**config.mk**
```make
export PLATFORM = sky130hd
export DESIGN_NAME = sdu_cmd_loader_flat
export DESIGN_NICKNAME = d
export VERILOG_FILES = /design/src/rtl/sdu_pkg.sv /design/src/rtl/sdu_cmd_loader_if.sv /design/src/rtl/sdu_uart_rx.sv /design/src/rtl/sdu_cmd_loader.sv /design/src/flat_wrapper.sv
export SDC_FILE = /design/constraint.sdc
export NUM_CORES = 1
export LEC_CHECK = 0
export CAP_MARGIN = 0
export CORE_MARGIN = 5
export CORE_UTILIZATION = 35
export CTS_CLUSTER_SIZE = 30
export DETAILED_ROUTE_END_ITERATION = 10
export PLACE_DENSITY = 0.55
export SYNTH_ARGS = -nofsm -noshare
export SYNTH_HDL_FRONTEND = slang
export SYNTH_SLANG_ARGS = --single-unit
```
**constraint.sdc**
```tcl
create_clock -name cpu_clk -period 5.3 [get_ports cpu_clk]
set_input_delay 1.06 -clock cpu_clk [delete_from_list [all_inputs] [get_ports cpu_clk]]
set_output_delay 1.06 -clock cpu_clk [all_outputs]
set_load 0.02 [all_outputs]
```
**src/rtl/sdu_pkg.sv**
```systemverilog
// Shared types and command constants for the serial debug unit.
package sdu_pkg;

    typedef enum logic [1:0] {
        IDLE  = 2'd0,
        ADDR  = 2'd1,
        DATA  = 2'd2,
        WRITE = 2'd3
    } state_e;

    localparam logic [7:0] CMD_WRITE = 8'h57;
    localparam logic [7:0] CMD_RUN   = 8'h52;
    localparam logic [7:0] CMD_HALT  = 8'h48;
    localparam logic [7:0] CMD_STEP  = 8'h53;

endpackage

```
**src/rtl/sdu_cmd_loader_if.sv**
```systemverilog
// Memory-write request channel from the debug loader into the core memories.
interface sdu_cmd_loader_if #(
    parameter int ADDR_WIDTH = 32,
    parameter int DATA_WIDTH = 32
);
    logic                  wr_valid;
    logic                  wr_ready;
    logic [ADDR_WIDTH-1:0] wr_addr;
    logic [DATA_WIDTH-1:0] wr_data;

    modport master (output wr_valid, wr_addr, wr_data, input wr_ready);
    modport slave  (input wr_valid, wr_addr, wr_data, output wr_ready);
endinterface

```
**src/rtl/sdu_uart_rx.sv**
```systemverilog
// 8N1 UART receiver: 2-FF synchronizer, mid-bit sampling, glitch rejection on the start bit.
module sdu_uart_rx #(
    parameter int CLKS_PER_BIT = 868
) (
    input  logic       clk,
    input  logic       rst,
    input  logic       rxd_i,
    output logic       rx_valid_o,
    output logic [7:0] rx_byte_o,
    output logic       err_frame_o
);
    localparam int CW = $clog2(CLKS_PER_BIT);
    localparam logic [CW-1:0] BIT_LAST  = CW'(CLKS_PER_BIT - 1);
    localparam logic [CW-1:0] HALF_LAST = CW'(CLKS_PER_BIT / 2 - 1);

    localparam logic [1:0] RX_IDLE  = 2'd0;
    localparam logic [1:0] RX_START = 2'd1;
    localparam logic [1:0] RX_DATA  = 2'd2;
    localparam logic [1:0] RX_STOP  = 2'd3;

    logic [1:0]    sync_q;
    logic          prev_q;
    logic          rxd_s;
    logic [1:0]    state_q, state_d;
    logic [CW-1:0] cnt_q, cnt_d;
    logic [2:0]    bit_q, bit_d;
    logic [7:0]    shift_q, shift_d;
    logic          valid_q, valid_d;
    logic          err_q, err_d;

    assign rxd_s = sync_q[1];

    // Synchronizer resets to the idle-high level so reset release never looks like a start bit.
    always_ff @(posedge clk or posedge rst) begin
        if (rst) begin
            sync_q <= 2'b11;
            prev_q <= 1'b1;
        end else begin
            // NOTE: non-blocking here so every flop samples the values from before this edge.
            sync_q <= {sync_q[0], rxd_i};
            prev_q <= rxd_s;
        end
    end

    always_comb begin
        // NOTE: every output of this block gets a default first, so no path can infer a latch.
        state_d = state_q;
        cnt_d   = cnt_q;
        bit_d   = bit_q;
        shift_d = shift_q;
        valid_d = 1'b0;
        err_d   = 1'b0;
        case (state_q)
            RX_IDLE: begin
                if (prev_q && !rxd_s) begin
                    state_d = RX_START;
                    cnt_d   = '0;
                end
            end
            RX_START: begin
                if (cnt_q == HALF_LAST) begin
                    cnt_d   = '0;
                    bit_d   = 3'd0;
                    state_d = rxd_s ? RX_IDLE : RX_DATA;
                end else begin
                    cnt_d = cnt_q + 1'b1;
                end
            end
            RX_DATA: begin
                if (cnt_q == BIT_LAST) begin
                    cnt_d   = '0;
                    shift_d = {rxd_s, shift_q[7:1]};
                    bit_d   = bit_q + 3'd1;
                    if (bit_q == 3'd7) state_d = RX_STOP;
                end else begin
                    cnt_d = cnt_q + 1'b1;
                end
            end
            default: begin
                if (cnt_q == BIT_LAST) begin
                    cnt_d   = '0;
                    state_d = RX_IDLE;
                    valid_d = rxd_s;
                    err_d   = !rxd_s;
                end else begin
                    cnt_d = cnt_q + 1'b1;
                end
            end
        endcase
    end

    always_ff @(posedge clk or posedge rst) begin
        if (rst) begin
            state_q <= RX_IDLE;
            cnt_q   <= '0;
            bit_q   <= 3'd0;
            shift_q <= 8'h00;
            valid_q <= 1'b0;
            err_q   <= 1'b0;
        end else begin
            state_q <= state_d;
            cnt_q   <= cnt_d;
            bit_q   <= bit_d;
            shift_q <= shift_d;
            valid_q <= valid_d;
            err_q   <= err_d;
        end
    end

    assign rx_valid_o  = valid_q;
    assign rx_byte_o   = shift_q;
    assign err_frame_o = err_q;

endmodule

```
**src/rtl/sdu_cmd_loader.sv**
```systemverilog
// Serial debug front end: decodes UART commands into core run/halt/step control and memory writes.
module sdu_cmd_loader
    import sdu_pkg::*;
#(
    parameter int ADDR_WIDTH   = 32,
    parameter int DATA_WIDTH   = 32,
    parameter int CLKS_PER_BIT = 868
) (
    input  logic             cpu_clk,
    input  logic             cpu_rst,
    input  logic             uart_rxd,
    sdu_cmd_loader_if.master wr_if,
    output logic             cpu_run,
    output logic             cpu_step,
    output logic             busy,
    output logic             err_frame,
    output logic             err_overrun
);
    localparam logic [1:0] ST_IDLE  = IDLE;
    localparam logic [1:0] ST_ADDR  = ADDR;
    localparam logic [1:0] ST_DATA  = DATA;
    localparam logic [1:0] ST_WRITE = WRITE;

    logic       rx_valid;
    logic [7:0] rx_byte;
    logic       rx_err;

    logic [1:0]  state_q, state_d;
    logic [1:0]  cnt_q, cnt_d;
    logic [31:0] addr_q, addr_d;
    logic [31:0] data_q, data_d;
    logic        run_q, run_d;
    logic        step_q, step_d;
    logic        ovr_q, ovr_d;

    sdu_uart_rx #(.CLKS_PER_BIT(CLKS_PER_BIT)) u_rx (
        .clk         (cpu_clk),
        .rst         (cpu_rst),
        .rxd_i       (uart_rxd),
        .rx_valid_o  (rx_valid),
        .rx_byte_o   (rx_byte),
        .err_frame_o (rx_err)
    );

    always_comb begin
        state_d = state_q;
        cnt_d   = cnt_q;
        addr_d  = addr_q;
        data_d  = data_q;
        run_d   = run_q;
        step_d  = 1'b0;
        ovr_d   = 1'b0;
        case (state_q)
            ST_IDLE: begin
                if (rx_valid) begin
                    case (rx_byte)
                        CMD_WRITE: begin
                            run_d   = 1'b0;
                            cnt_d   = 2'd0;
                            state_d = ST_ADDR;
                        end
                        CMD_RUN:  run_d  = 1'b1;
                        CMD_HALT: run_d  = 1'b0;
                        CMD_STEP: step_d = !run_q;
                        default:  ;
                    endcase
                end
            end
            // Words arrive little-endian, so each byte enters at the top and shifts down.
            ST_ADDR: begin
                if (rx_err) begin
                    state_d = ST_IDLE;
                end else if (rx_valid) begin
                    addr_d = {rx_byte, addr_q[31:8]};
                    cnt_d  = cnt_q + 2'd1;
                    if (cnt_q == 2'd3) state_d = ST_DATA;
                end
            end
            ST_DATA: begin
                if (rx_err) begin
                    state_d = ST_IDLE;
                end else if (rx_valid) begin
                    data_d = {rx_byte, data_q[31:8]};
                    cnt_d  = cnt_q + 2'd1;
                    if (cnt_q == 2'd3) state_d = ST_WRITE;
                end
            end
            default: begin
                // A framing error here is ignored: the assembled write is already committed.
                ovr_d = rx_valid;
                if (wr_if.wr_ready) state_d = ST_IDLE;
            end
        endcase
    end

    always_ff @(posedge cpu_clk or posedge cpu_rst) begin
        if (cpu_rst) begin
            state_q <= ST_IDLE;
            cnt_q   <= 2'd0;
            // NOTE: the assembly registers are reset because they drive wr_addr/wr_data directly.
            addr_q  <= 32'h0;
            data_q  <= 32'h0;
            run_q   <= 1'b0;
            step_q  <= 1'b0;
            ovr_q   <= 1'b0;
        end else begin
            state_q <= state_d;
            cnt_q   <= cnt_d;
            addr_q  <= addr_d;
            data_q  <= data_d;
            run_q   <= run_d;
            step_q  <= step_d;
            ovr_q   <= ovr_d;
        end
    end

    assign wr_if.wr_valid = (state_q == ST_WRITE);
    assign wr_if.wr_addr  = addr_q[ADDR_WIDTH-1:0];
    assign wr_if.wr_data  = data_q[DATA_WIDTH-1:0];
    assign cpu_run        = run_q;
    assign cpu_step       = step_q;
    assign busy           = (state_q != ST_IDLE);
    assign err_frame      = rx_err;
    assign err_overrun    = ovr_q;

endmodule

```
**src/flat_wrapper.sv**
```systemverilog
// flat-port wrapper written by rule: the top's interface ports become plain ports
module sdu_cmd_loader_flat import sdu_pkg::*;
#(
    parameter int ADDR_WIDTH   = 32,
    parameter int DATA_WIDTH   = 32,
    parameter int CLKS_PER_BIT = 868
)
  (cpu_clk, cpu_rst, uart_rxd, cpu_run, cpu_step, busy, err_frame, err_overrun, wr_if_wr_valid, wr_if_wr_addr, wr_if_wr_data, wr_if_wr_ready);
  sdu_cmd_loader_if #(.ADDR_WIDTH(ADDR_WIDTH), .DATA_WIDTH(DATA_WIDTH)) wr_if_i ();
  input  logic cpu_clk;
  input  logic cpu_rst;
  input  logic uart_rxd;
  output logic cpu_run;
  output logic cpu_step;
  output logic busy;
  output logic err_frame;
  output logic err_overrun;
  output wire logic [$bits(wr_if_i.wr_valid)-1:0] wr_if_wr_valid;
  output wire logic [$bits(wr_if_i.wr_addr)-1:0] wr_if_wr_addr;
  output wire logic [$bits(wr_if_i.wr_data)-1:0] wr_if_wr_data;
  input wire logic [$bits(wr_if_i.wr_ready)-1:0] wr_if_wr_ready;
  assign wr_if_wr_valid = wr_if_i.wr_valid;
  assign wr_if_wr_addr = wr_if_i.wr_addr;
  assign wr_if_wr_data = wr_if_i.wr_data;
  assign wr_if_i.wr_ready = wr_if_wr_ready;
  sdu_cmd_loader #(.ADDR_WIDTH(ADDR_WIDTH), .DATA_WIDTH(DATA_WIDTH), .CLKS_PER_BIT(CLKS_PER_BIT)) u_core (.cpu_clk(cpu_clk), .cpu_rst(cpu_rst), .uart_rxd(uart_rxd), .wr_if(wr_if_i), .cpu_run(cpu_run), .cpu_step(cpu_step), .busy(busy), .err_frame(err_frame), .err_overrun(err_overrun));
endmodule
```
# Word-level counts from Yosys, hierarchy flattened
# Cells that the tools add are included.
# W data, S select, Z words.
# totals
inputBits	4
elab_cells	105
output_inout_bits	70
reg_bits	99
# op_classes
eq_ne	25
add_sub_neg	3
muxes	38
bitwise_logic	1
reduce_logical	23
# ops
operator	n
$mux W2	19
$eq A8 B7 Y1 const B	4
$mux W10	3
$pmux W10 S2	1
$ne A2 B2 Y1 const B	7
$pmux W2 S3	2
$reduce_and A3 Y1	4
$add A10 B1 Y10 const B	1
$eq A10 B10 Y1 const B	1
$eq A10 B9 Y1 const B	1
$reduce_and A5 Y1	2
$eq A2 B2 Y1 const B	4
$mux W1	8
$reduce_bool A2 Y1	4
$reduce_and A7 Y1	1
$mux W3	2
$ne A3 B2 Y1 const B	2
$ne A3 B3 Y1 const B	2
$pmux W3 S2	1
$reduce_or A3 Y1	2
$eq A2 B1 Y1 const B	2
$logic_not A2 Y1	2
$pmux W2 S2	1
$reduce_bool A4 Y1	1
other kinds (11)	13

# Longest topological paths before layout
# logic_depth
depth_word	5
ltp_mapped	6
ltp_nobuf	6

# Hierarchy
# A second synthesis with hierarchy kept.
# unflattened
hier_cells	314
area_unflattened_um2	4239.1
# by_module_without_submodules
module	area_each_um2	cells_per_inst	seq_area_each_um2	n_inst
sdu_cmd_loader	2832.7	184	1776.7	1
sdu_uart_rx	1406.3	130	704.4	1

# Worst setup path after synthesis
# Ideal clock, no wire load.
# synth_path
path_type	register -> output
from	reg u_core.state_q[0]
to	out busy
slack_ns	3.363
arrival_time_ns	0.877
required_ns	4.240
path_stages_with_launch	4
n_path_buf	0
cell_sequence	dfrtp_1 > inv_1 > ha_1 > inv_1
# synth_via
elab_chain_cells	1
# synth_lines
item	line_no	text
start: declaration	sdu_cmd_loader.sv:28	logic [1:0] state_q, state_d;
start signal: assignment	sdu_cmd_loader.sv:107	state_q <= state_d;
$reduce_bool A2 Y1	sdu_cmd_loader.sv:122	assign busy = (state_q != ST_IDLE);
end: declaration	flat_wrapper.sv:15	output logic busy;
# Every way passes these cells.

# Worst setup path in the final report
# Ends and elaborated chain as after synthesis.

==> results_dict.tcl <==
set metrics [dict create \
    status "finished, final reports clean" \
    reg2reg_to "u_core.u_rx.rx_byte_o[2]$_DFFE_PP0P_" \
    fill_cells 1099 \
    cts_tree "done" \
    viasPerCell 4.972 \
    worstMarginPinSlew_ns 0.9331 \
    cap_violations 0 \
    ys_seq_area_share_pct 58.72 \
    route.detailed.wl_per_inst_um 15.54 \
    ant_nets 0 \
    die_area_um2 14370 \
    clock_path_buffers 2 \
    ff2ff_setup_slack_ns 3.09 \
    p_leak_nw 2.504 \
    clk_pin_slew_worst_paths_ns 0.07 \
    fin_total_pwr_mw 1.531 \
    min_delay_worst_endpoint "u_core.u_rx.sync_q[1]$_DFF_PP1_" \
    fin_crit_sh_pct 55.44 \
    ir_drop_mv 0.1766 \
    synthFlopType "dfrtp_1" \
    post_cts_buffers 0 \
    worst_r2r_path_depth 5 \
    yosysWarningCount 0 \
    worstHoldPathType "reg2reg" \
    ctsResizeCount 0 \
    slowest_delay_ns 0.62 \
    cts_buffers 9 \
    grt_max_degree 62 \
    cts_root_buf "clkbuf_16" \
    fmax_mhz 340.3 \
    rows 40 \
    ys_ff_latch 99 \
    io_pins 74 \
    cp_cell_sequence "inv_1, ha_1, inv_1, clkdlybuf4s50_1" \
    place_inst 526 \
    cp-start-kind "register" \
    p_per_area_nw_per_um2 283.2 \
    htree_levels 3 \
    holdWs_ns 0.3574 \
    initial_core_util_pct 35.47 \
    layout_commonest_cell "dfrtp_1" \
    fin_cells 542 \
    clkSinkCount 99 \
    hpwl_um 5900 \
    synth_area_um2 4225 \
    grt_overflow 0 \
    dr.pass1.iters 4 \
    drt-initial-drc-count 150 \
    path_class "reg2out" \
    layout-drive-gt1-share_pct 27.09 \
    totalWireLength_um 8420 \
    fin_tns_setup_ns 0 \
    nets 404 \
    arrival_ns 1.88 \
    synth_edf_count 0 \
    fin_util_pct 45.38 \
    syn_to_final_growth_pct 27.92 \
    cp.required_ns 4.24 \
    die_w_um 119.9 \
    grt_pass1_wl_um 14470 \
    drv_slew 0 \
    core_um2 11910 \
    hp-start "u_core.u_rx.sync_q[0]$_DFF_PP1_" \
    grt_pass1_vias 2804 \
    hold_viol 0 \
    routed-via-count 2695 \
    ys_types 49 \
    gp_congestion 0.7970 \
    cp_slowest_cell "clkdlybuf4s50_1" \
    n_antenna_cell 0 \
    relSlewSlack_pct 37.80 \
    drc 0 \
    whs_path_depth 0 \
    fp.dieH_um 119.9 \
    rsz0062_at_grt "false" \
    avgSynthCellArea_um2 13.54 \
    synth_nets 326 \
    clk_latency_ns 0.35 \
    layout_common_cells "96 x dfrtp_1, 73 x clkdlybuf4s50_1, 72 x mux2_2" \
    cp-end-kind "output port" \
    antenna_found_initial 0 \
    final-setup-viol-count 0 \
    skew_ns 0.009073 \
    worstPathMaxFanout 6 \
    ctsHoldBuffers 0 \
    r2r_start "u_core.u_rx.cnt_q[0]$_DFFE_PP0P_" \
    syn-instance-count 312 \
    synthArstFlopShare_pct 100.0 \
    grt_use_total_pct 12.60 \
    io_buffers 73 \
    fin_crit_ns 2.938 \
    worst_path_most_repeated_cell "inv_1" \
]
==> routing by layer <==
layer	share of wire, %	wire length (µm)	global-route usage (%)
met1	46	3913	15.77
met2	47	3983	20.37
met3	5.1	427	4.336
met4	1.2	97	4.366
met5	0	0	0
==> state kept, by name (all words and copies together), names as in the netlist <==
register and count:
u_core.wr_if.wr_data 32, u_core.err_overrun 1, u_core.u_rx.state_q 2, u_core.u_rx.err_frame_o 1, u_core.u_rx.cnt_q 10, u_core.u_rx.prev_q 1
u_core.cpu_step 1, u_core.state_q 2, u_core.u_rx.rx_valid_o 1, u_core.u_rx.rx_byte_o 8, u_core.cnt_q 2, u_core.u_rx.bit_q 3
u_core.wr_if.wr_addr 32, u_core.cpu_run 1, u_core.u_rx.sync_q 2
==> report_power, final <==
part,switching (mW),internal [mW],total (mW)
sequential,0.0370,0.780,0.817
combinational,0.0578,0.0335,0.0913
clock,0.287,0.336,0.623
==> metrics by stage <==
stage          setup WS (ns)  area (µm²)
2_1_floorplan          1.655        4225
3_3_place_gp           2.658        5120
3_5_place_dp           2.624        5120
4_1_cts                2.337        5405
5_1_grt                2.238        5405
6_report               2.362        5405
==> synthesized netlist by cell type, types with 2 or more instances <==
master / count / area, µm²
dfstp_2: 3 / 78.83
ha_1: 10 / 125.1
nand3_1: 9 / 45.04
nor2_1: 2 / 7.510
o21ai_0: 15 / 75.07
nor4b_1: 2 / 17.52
nand4_1: 6 / 37.54
or3_1: 2 / 12.51
a31oi_1: 3 / 18.77
nor3_1: 4 / 20.02
mux2i_1: 4 / 40.04
buf_2: 9 / 45.04
o211ai_1: 2 / 15.01
a21oi_1: 3 / 15.01
mux2_2: 72 / 810.8
and2_1: 3 / 18.77
inv_1: 13 / 48.80
nor2b_1: 4 / 25.02
dfrtp_1: 96 / 2402
a211oi_1: 2 / 15.01
or2_2: 3 / 18.77
nand2_1: 17 / 63.81
a41oi_1: 2 / 17.52
==> layout make-up <==
type	instances	area, µm²	share of cell area [%]
flip-flops and latches	99	2481	45.90
multi-input cells	191	1650	30.53
repair buffers	76	753.2	13.94
clock buffers	10	239.0	4.421
well taps	147	183.9	3.403
inverters	13	51.30	0.9491
clock inverters	6	46.29	0.8565
==> worst max path at each step <==
stage                                  start                         endpoint  cells past startpoint
4_1_cts        u_core.state_q[0]$_DFFE_PP0P_                             busy                      4
3_3_place_gp                         cpu_rst  u_core.u_rx.sync_q[0]$_DFF_PP1_                      3
3_5_place_dp                         cpu_rst  u_core.u_rx.sync_q[0]$_DFF_PP1_                      3
6_report       u_core.state_q[0]$_DFFE_PP0P_                             busy                      4
2_1_floorplan                        cpu_rst      u_core.cnt_q[0]$_DFFE_PP0P_                      1
5_1_grt        u_core.state_q[0]$_DFFE_PP0P_                             busy                      4
==> critical path, delay by kind of cell, from the launching register on <==
family	cells	cell delay (ns)
buffers and inverters	3	0.85
DFF	1	0.40
adders and majority gates	1	0.27
==> cells by family (layout without fill, tap and decap cells) <==
logic type / count (synthesis) / count (layout) / synth area share, %
mux: 76 / 76 / 20.14
fa+ha+maj: 10 / 10 / 2.961
simple gates: 66 / 66 / 9.684
flops: 99 / 99 / 58.72
buf+inv: 22 / 105 / 2.221
compound gates: 39 / 39 / 6.278
Note: power is estimated with default switching activity, not from simulation.
